## config.mk

```make
export PLATFORM = sky130hd
export DESIGN_NAME = tuple_hasher
export DESIGN_NICKNAME = d
export VERILOG_FILES = /design/src/rtl/tuple_hasher.sv
export SDC_FILE = /design/constraint.sdc
export NUM_CORES = 2
export LEC_CHECK = 0
export BUFFER_PORTS_ARGS = -buffer_cell sky130_fd_sc_hd__buf_4
export CORE_UTILIZATION = 60
export DETAILED_ROUTE_END_ITERATION = 7
export PLACE_DENSITY = 0.79
export SETUP_SLACK_MARGIN = 0.15
export SYNTH_ARGS = -nofsm -noshare
export SYNTH_HDL_FRONTEND = slang
export SYNTH_SLANG_ARGS = --single-unit
export TNS_END_PERCENT = 100
```

## constraint.sdc

```tcl
create_clock -name clk -period 10.45 [get_ports clk]
set_input_delay 2.6125 -clock clk [delete_from_list [all_inputs] [get_ports clk]]
set_output_delay 2.6125 -clock clk [all_outputs]
set_load 0.03 [all_outputs]
```

## src/rtl/tuple_hasher.sv

```systemverilog
// ---------------------------------------------------------------------------
// tuple_hasher
//   Two-lane ingress stage feeding the 2-input hash distributor. Each lane is
//   an independent 3-stage elastic pipeline. It computes the MurmurHash3 fmix32
//   finaliser of the tuple key, one step per stage. It also stamps every
//   accepted tuple with a 64-bit per-lane serial number.
//
// Ports (lane index i in [1:0]):
//   clk                 clock (single domain)
//   resetn              synchronous active-low reset
//   in_valid/in_ready   ingress handshake, per lane
//   in_data             tuple payload; key = in_data[i][KEY_WIDTH-1:0]
//   in_last             sticky end-of-stream level from upstream
//   in_was_joined       flag passed through untouched
//   out_valid/out_ready egress handshake, per lane
//   out_data            payload, unmodified
//   out_tag             32-bit fmix32 digest of the zero-extended key
//   out_serialnum       acceptance index of the tuple within its lane
//   out_was_joined      passthrough of in_was_joined
//   out_last_processed  lane saw end of stream and has fully drained
// ---------------------------------------------------------------------------
module tuple_hasher #(
   parameter int          INPUT_SIZE  = 64,
   parameter int          KEY_WIDTH   = 32,
   parameter logic [63:0] SERIAL_BASE = 64'd0
) (
   input  logic                        clk,
   input  logic                        resetn,
   output logic [1:0]                  in_ready,
   input  logic [1:0][INPUT_SIZE-1:0]  in_data,
   input  logic [1:0]                  in_valid,
   input  logic [1:0]                  in_last,
   input  logic [1:0]                  in_was_joined,
   input  logic [1:0]                  out_ready,
   output logic [1:0][INPUT_SIZE-1:0]  out_data,
   output logic [1:0][31:0]            out_tag,
   output logic [1:0]                  out_valid,
   output logic [1:0]                  out_last_processed,
   output logic [1:0][63:0]            out_serialnum,
   output logic [1:0]                  out_was_joined
);

   localparam logic [31:0] FMIX_C1 = 32'h85EBCA6B;
   localparam logic [31:0] FMIX_C2 = 32'hC2B2AE35;

   for (genvar gi = 0; gi < 2; gi++) begin : g_lane
      logic                  s1_valid_reg, s2_valid_reg, s3_valid_reg;
      logic [INPUT_SIZE-1:0] s1_data_reg, s2_data_reg, s3_data_reg;
      logic                  s1_wj_reg, s2_wj_reg, s3_wj_reg;
      logic [63:0]           s1_serial_reg, s2_serial_reg, s3_serial_reg;
      logic [31:0]           s1_hash_reg, s2_hash_reg, s3_hash_reg;
      logic [63:0]           serial_cnt_reg;
      logic                  last_done_reg;

      logic                  s1_load, s2_load, s3_load, accept;
      logic [31:0]           key_ext, h1_next, mul2, h2_next, mul3, h3_next;

      // A stage may load when it is empty or its content moves on this cycle.
      // This chain lets bubbles collapse so a stalled lane holds 3 tuples.
      always_comb begin
         s3_load = ~s3_valid_reg | out_ready[gi];
         s2_load = ~s2_valid_reg | s3_load;
         s1_load = ~s1_valid_reg | s2_load;
      end

      assign in_ready[gi] = resetn & s1_load;
      assign accept       = in_valid[gi] & in_ready[gi];

      // fmix32: one xor-shift or multiply/xor-shift step per stage
      always_comb begin
         key_ext                = '0;
         key_ext[KEY_WIDTH-1:0] = in_data[gi][KEY_WIDTH-1:0];
         h1_next                = key_ext ^ (key_ext >> 16);
         mul2                   = s1_hash_reg * FMIX_C1;
         h2_next                = mul2 ^ (mul2 >> 13);
         mul3                   = s2_hash_reg * FMIX_C2;
         h3_next                = mul3 ^ (mul3 >> 16);
      end

      always_ff @(posedge clk) begin
         if (!resetn) begin
            s1_valid_reg   <= 1'b0;
            s2_valid_reg   <= 1'b0;
            s3_valid_reg   <= 1'b0;
            s1_data_reg    <= '0;
            s2_data_reg    <= '0;
            s3_data_reg    <= '0;
            s1_wj_reg      <= 1'b0;
            s2_wj_reg      <= 1'b0;
            s3_wj_reg      <= 1'b0;
            s1_serial_reg  <= '0;
            s2_serial_reg  <= '0;
            s3_serial_reg  <= '0;
            s1_hash_reg    <= '0;
            s2_hash_reg    <= '0;
            s3_hash_reg    <= '0;
            serial_cnt_reg <= SERIAL_BASE;
            last_done_reg  <= 1'b0;
         end else begin
            if (accept) begin
               serial_cnt_reg <= serial_cnt_reg + 64'd1;
            end

            if (s1_load) begin
               s1_valid_reg <= accept;
               if (accept) begin
                  s1_data_reg   <= in_data[gi];
                  s1_wj_reg     <= in_was_joined[gi];
                  s1_serial_reg <= serial_cnt_reg;
                  s1_hash_reg   <= h1_next;
               end
            end

            if (s2_load) begin
               s2_valid_reg <= s1_valid_reg;
               if (s1_valid_reg) begin
                  s2_data_reg   <= s1_data_reg;
                  s2_wj_reg     <= s1_wj_reg;
                  s2_serial_reg <= s1_serial_reg;
                  s2_hash_reg   <= h2_next;
               end
            end

            // Only load S3 when it frees up, so a stalled output holds stable.
            if (s3_load) begin
               s3_valid_reg <= s2_valid_reg;
               if (s2_valid_reg) begin
                  s3_data_reg   <= s2_data_reg;
                  s3_wj_reg     <= s2_wj_reg;
                  s3_serial_reg <= s2_serial_reg;
                  s3_hash_reg   <= h3_next;
               end
            end

            // Drained only once nothing is in flight or being offered.
            if (in_last[gi] && !s1_valid_reg && !s2_valid_reg && !s3_valid_reg
                && !in_valid[gi]) begin
               last_done_reg <= 1'b1;
            end
         end
      end

      assign out_valid[gi]          = s3_valid_reg;
      assign out_data[gi]           = s3_data_reg;
      assign out_tag[gi]            = s3_hash_reg;
      assign out_serialnum[gi]      = s3_serial_reg;
      assign out_was_joined[gi]     = s3_wj_reg;
      assign out_last_processed[gi] = last_done_reg;
   end

endmodule
```

==> After elaboration in Yosys (flattened, before gate mapping) <==
Index checks and enable logic that the tools add are counted.
{ "word_totals": {"mem_count": 0, "word_cells": 84, "output_inout_bits": 328, "mem_bits_rw": 0, "mem_bits_ro": 0, "latchBits": 0, "input_bits": 138, "reg_bits": 1102} }
{ "classes": {"add_sub_neg": 2, "eq_ne": 0, "magnitude_cmp": 0, "bitwise": 22, "reduce_logical": 22, "div": 0, "n_mux": 0, "shifts": 0, "n_mul": 4} }
{ "op_table": {"columns": ["operator", "count"], "rows": [
  ["adder 64 x 1 -> 64 bit (second input constant)", 2],
  ["bitwise XOR 32 x 16 -> 32 bit", 4],
  ["multiplier 32 x 31 -> 32 bit (second input constant)", 2],
  ["multiplier 32 x 32 -> 32 bit (second input constant)", 2],
  ["bitwise XOR 32 x 19 -> 32 bit", 2],
  ["AND reduction 2 bit", 6],
  ["logical AND 1 bit", 8],
  ["zero test 1 bit", 8],
  ["NOT 1 bit", 6],
  ["bitwise OR 1 bit", 6],
  ["bitwise AND 1 bit", 4]
]} }

==> Logic depth before layout (Yosys ltp) <==
{ "logic_depth": {"ltp_word": 7, "mapped_depth": 27, "mapped_depth_nobuf": 27} }

==> Worst setup path before layout <==
OpenSTA, ideal clock, no wires.
{ "synth_timing": {"path_type": "register to register", "startpoint": "register g_lane[0].s1_hash_reg[9]", "endpoint": "register g_lane[0].s2_hash_reg[17]", "stages_incl_launch_ff": 24, "setup_ns": 0.133, "synth_period_minus_slack_ns": 6.847, "path_slack_ns": 3.603, "required_ns": 10.317, "path_buffers": 0, "arrival_ns": 6.715, "cell_sequence": "dfxtp_1 -> inv_1 -> fa_1 -> inv_1 -> fa_1 -> inv_1 -> fa_1 -> inv_1 -> fa_1 -> inv_1 -> fa_1 -> fa_1 -> fa_1 -> fa_1 -> inv_1 -> ha_1 -> a21o_1 -> a2111oi_0 -> o21a_1 -> a31oi_1 -> or4_1 -> nand3_1 -> xor2_1 -> a21oi_1"} }
{ "synth_via": {"elab_chain_len": 2} }
{ "synth_rtl": {"columns": ["element", "line", "text"], "rows": [
  ["start, declared", "51", "logic [31:0] s1_hash_reg, s2_hash_reg, s3_hash_reg;"],
  ["start signal, assigned", "110", "s1_hash_reg <= h1_next;"],
  ["multiplier 32 x 32 -> 32 bit", "74", "mul2 = s1_hash_reg * FMIX_C1;"],
  ["bitwise XOR 32 x 19 -> 32 bit", "75", "h2_next = mul2 ^ (mul2 >> 13);"],
  ["end signal, assigned", "120", "s2_hash_reg <= h2_next;"],
  ["end, declared", "51", null]
]} }
Every way passes these cells.
A chain may end at the register's enable or synchronous reset.

==> Worst setup path in the final report <==
Same ends and word-level chain as after synthesis.

==> impl_metrics.toml <==
[outcome]
outcome = "finished, final reports clean"

[logic_synthesis]
netlist_top_cells_area = "dfxtp_1 29%, fa_1 22%, ha_1 13%"
synth_fp_nets = 10000
synth_seq_cells = 1070
yosysWarningCount = 0
synth_edf_count = 0
synth.most_common_cell = "nand2_1"
async_reset_ff_frac = 0
post_synth_design_cell_area_mm2 = 0.0735
yosysUniqueCellTypes = 85
synth_top_cell_area_share = 0.291
syn_area_per_cell_um2 = 8.83
synthCells = 8321
yosys_most_used_dff = "dfxtp_1"
top_cell_type_by_total_area_after_synthesis = "dfxtp_1"
synth-seq-area-share = 0.291
synth.top_cells.by_count = "1731 x nand2_1, 1330 x inv_1, 1070 x dfxtp_1, 790 x fa_1, 762 x ha_1"

[job]
max-cap-violations = 0

[sta]
hold_viol = 0
rsz0062_at_grt = "no"
timing.final.crit_share = 0.711
timing.final.setup_violations = 0
fin_worst_skew_ns = 0.0507
fin_crit_ns = 7.43
max_freq_mhz = 135
relSlewSlack = 0.196
tightest_slew_ns = 1.21
finalSetupTns_ns = 0
timing.hold.ws_ns = 0.408
slew_violations = 0
layout_setup_ws_ns = 3.02

[die]
core.rowCount = 128
dieWidth_um = 352
floorplan.initialDensity = 0.604
die-area_mm2 = 0.124
floorplan.io_pins = 466
die_height_um = 352
core_area_mm2 = 0.122

[critical_path]
worst_setup_path_end_kind = "register"
path_class = "reg -> reg"
worst_setup_path_start_kind = "register"
cp_data_required_time_ns = 11.01
crit_path_max_fanout = 8
cp_data_arrival_time_ns = 7.99

[routing]
detail_route.vias_per_cell = 5.45
drt_first_iter_violations = 4232
wire_per_inst_um = 19.7
remaining_drc_errors = 0
postRouteWirelength_mm = 203
firstDrtPassIters = 6
routed-via-count = 56100
drt.antenna.violating_nets = 0

[worst_hold_path]
hold_path_class = "reg -> reg"

[place]
place.port_buffers = 465
placement.setup.worst_slack_ns = 3.09
routabilityCongestion = 0.972
dpl.hpwl_mm = 159

[clock_network]
clock_tree.htree_level_count = 3
cts_root_buffer = "clkbuf_16"
cts_sinks = 1070
ctsHoldBuffers = 0
clock_buffer_depth = 3
numCtsBuffers = 108
clkLatencyLatePin_ns = 0.75
cts_post_setup_buffers_inserted = 0
cts-resized-gates = 0
cts.clk_slew.worst_paths_ns = 0.06
clock_tree_from_tritoncts = "yes"

[grt]
vias_in_the_first_global_route = 56700
grt_usage = 0.327
global_route_wire_length_before_repair_mm = 317
grt-ovfl-total = 0
maximum_number_of_pins_on_one_net_before_global_route_repair = 190
initial_antenna_violation_count = 6

[cells_and_area]
nNetsFinal = 10300
register_area_mm2 = 0.0214
fillerInstances = 9938
share_of_post_route_cells_with_drive_strength_above_1 = 0.0818
area_taken_by_multi_input_logic_gates_mm2 = 0.0459
area_growth_pct = 11.1
final cells by class:
cell class              count  area share
clock buffers             147      0.0370
multi-input cells        5582       0.562
flip-flops and latches   1070       0.262
repair buffers            493      0.0459
inverters                1331      0.0613
diodes                      2   0.0000613
well taps                1625      0.0249
clock inverters            45     0.00687
layer usage:
metal,GRT usage,vias to the layer above,routed length [µm]
li1,-,26700,-
met1,0.440,27500,87200
met2,0.523,1670,93400
met3,0.0690,355,15200
met4,0.112,8,6930
met5,0,-,55
path summary, 6_finish.rpt:
kind | to | cells after the start | slack (ns) | start
setup / recovery | g_lane[0].s2_hash_reg[17] | 23 | 3.02 | g_lane[0].s1_hash_reg[9]
hold reg to reg | g_lane[0].s2_serial_reg[60] | 2 | 0.41 | g_lane[0].s1_serial_reg[60]
hold / removal | g_lane[0].s2_serial_reg[60] | 2 | 0.41 | g_lane[0].s1_serial_reg[60]
setup reg to reg | g_lane[0].s2_hash_reg[17] | 23 | 3.02 | g_lane[0].s1_hash_reg[9]
logic make-up (layout without fill, tap and decap cells):
logic type | after synthesis | in the layout | synth area share
adders and majority gates | 1552 | 1552 | 0.345
buffers and inverters | 1669 | 2016 | 0.0856
other | 0 | 2 | 0
xor gates and xnor gates | 428 | 428 | 0.0515
DFF | 1070 | 1070 | 0.291
and+or+nand+nor | 2315 | 2315 | 0.129
AOI/OAI and AO/OA | 1281 | 1281 | 0.0965
muxes | 6 | 6 | 0.000851
stage by stage:
step	utilization	instance area (µm²)	std cells
CTS	0.671	81600	10300
global route	0.671	81600	10300
global placement	0.641	78100	10100
detailed placement	0.641	78100	10100
finish	0.671	81600	10300
floorplan	-	73500	8321
critical path: stages, from the launching register on:
cell and delay (ns):
dfxtp_1 0.54, inv_1 0.18, fa_1 0.56, inv_1 0.05, fa_1 0.52, inv_1 0.07
fa_1 0.50, inv_1 0.06, fa_1 0.50, inv_1 0.05, fa_1 0.56, fa_1 0.45
fa_1 0.49, fa_1 0.50, inv_1 0.04, ha_1 0.36, a21o_1 0.23, a2111oi_0 0.51
o21a_1 0.18, a31oi_1 0.13, or4_1 0.42, nand3_1 0.13, xor2_1 0.15, a21oi_1 0.08
cells in the final DEF (no fill, tap or decap), drive strengths merged, types with 7 or more instances in the layout:
cell type  instances
nand2           1731
inv             1335
dfxtp           1070
fa               790
ha               762
a21oi            760
buf              492
xnor2            295
o21ai            293
nor2             276
clkbuf           148
xor2             131
a211oi            82
nand3             75
and3              41
a21o              39
clkinv            33
nand4             32
nor3              32
and2              26
or3               25
o21a              23
nor2b             20
nand2b            16
o21bai            13
nor4              11
a31oi             10
o211ai            10
and4               7
a2111oi            7
Power is not shown: default switching activity piles up to over one toggle a cycle in this logic, so the estimate is an artifact.
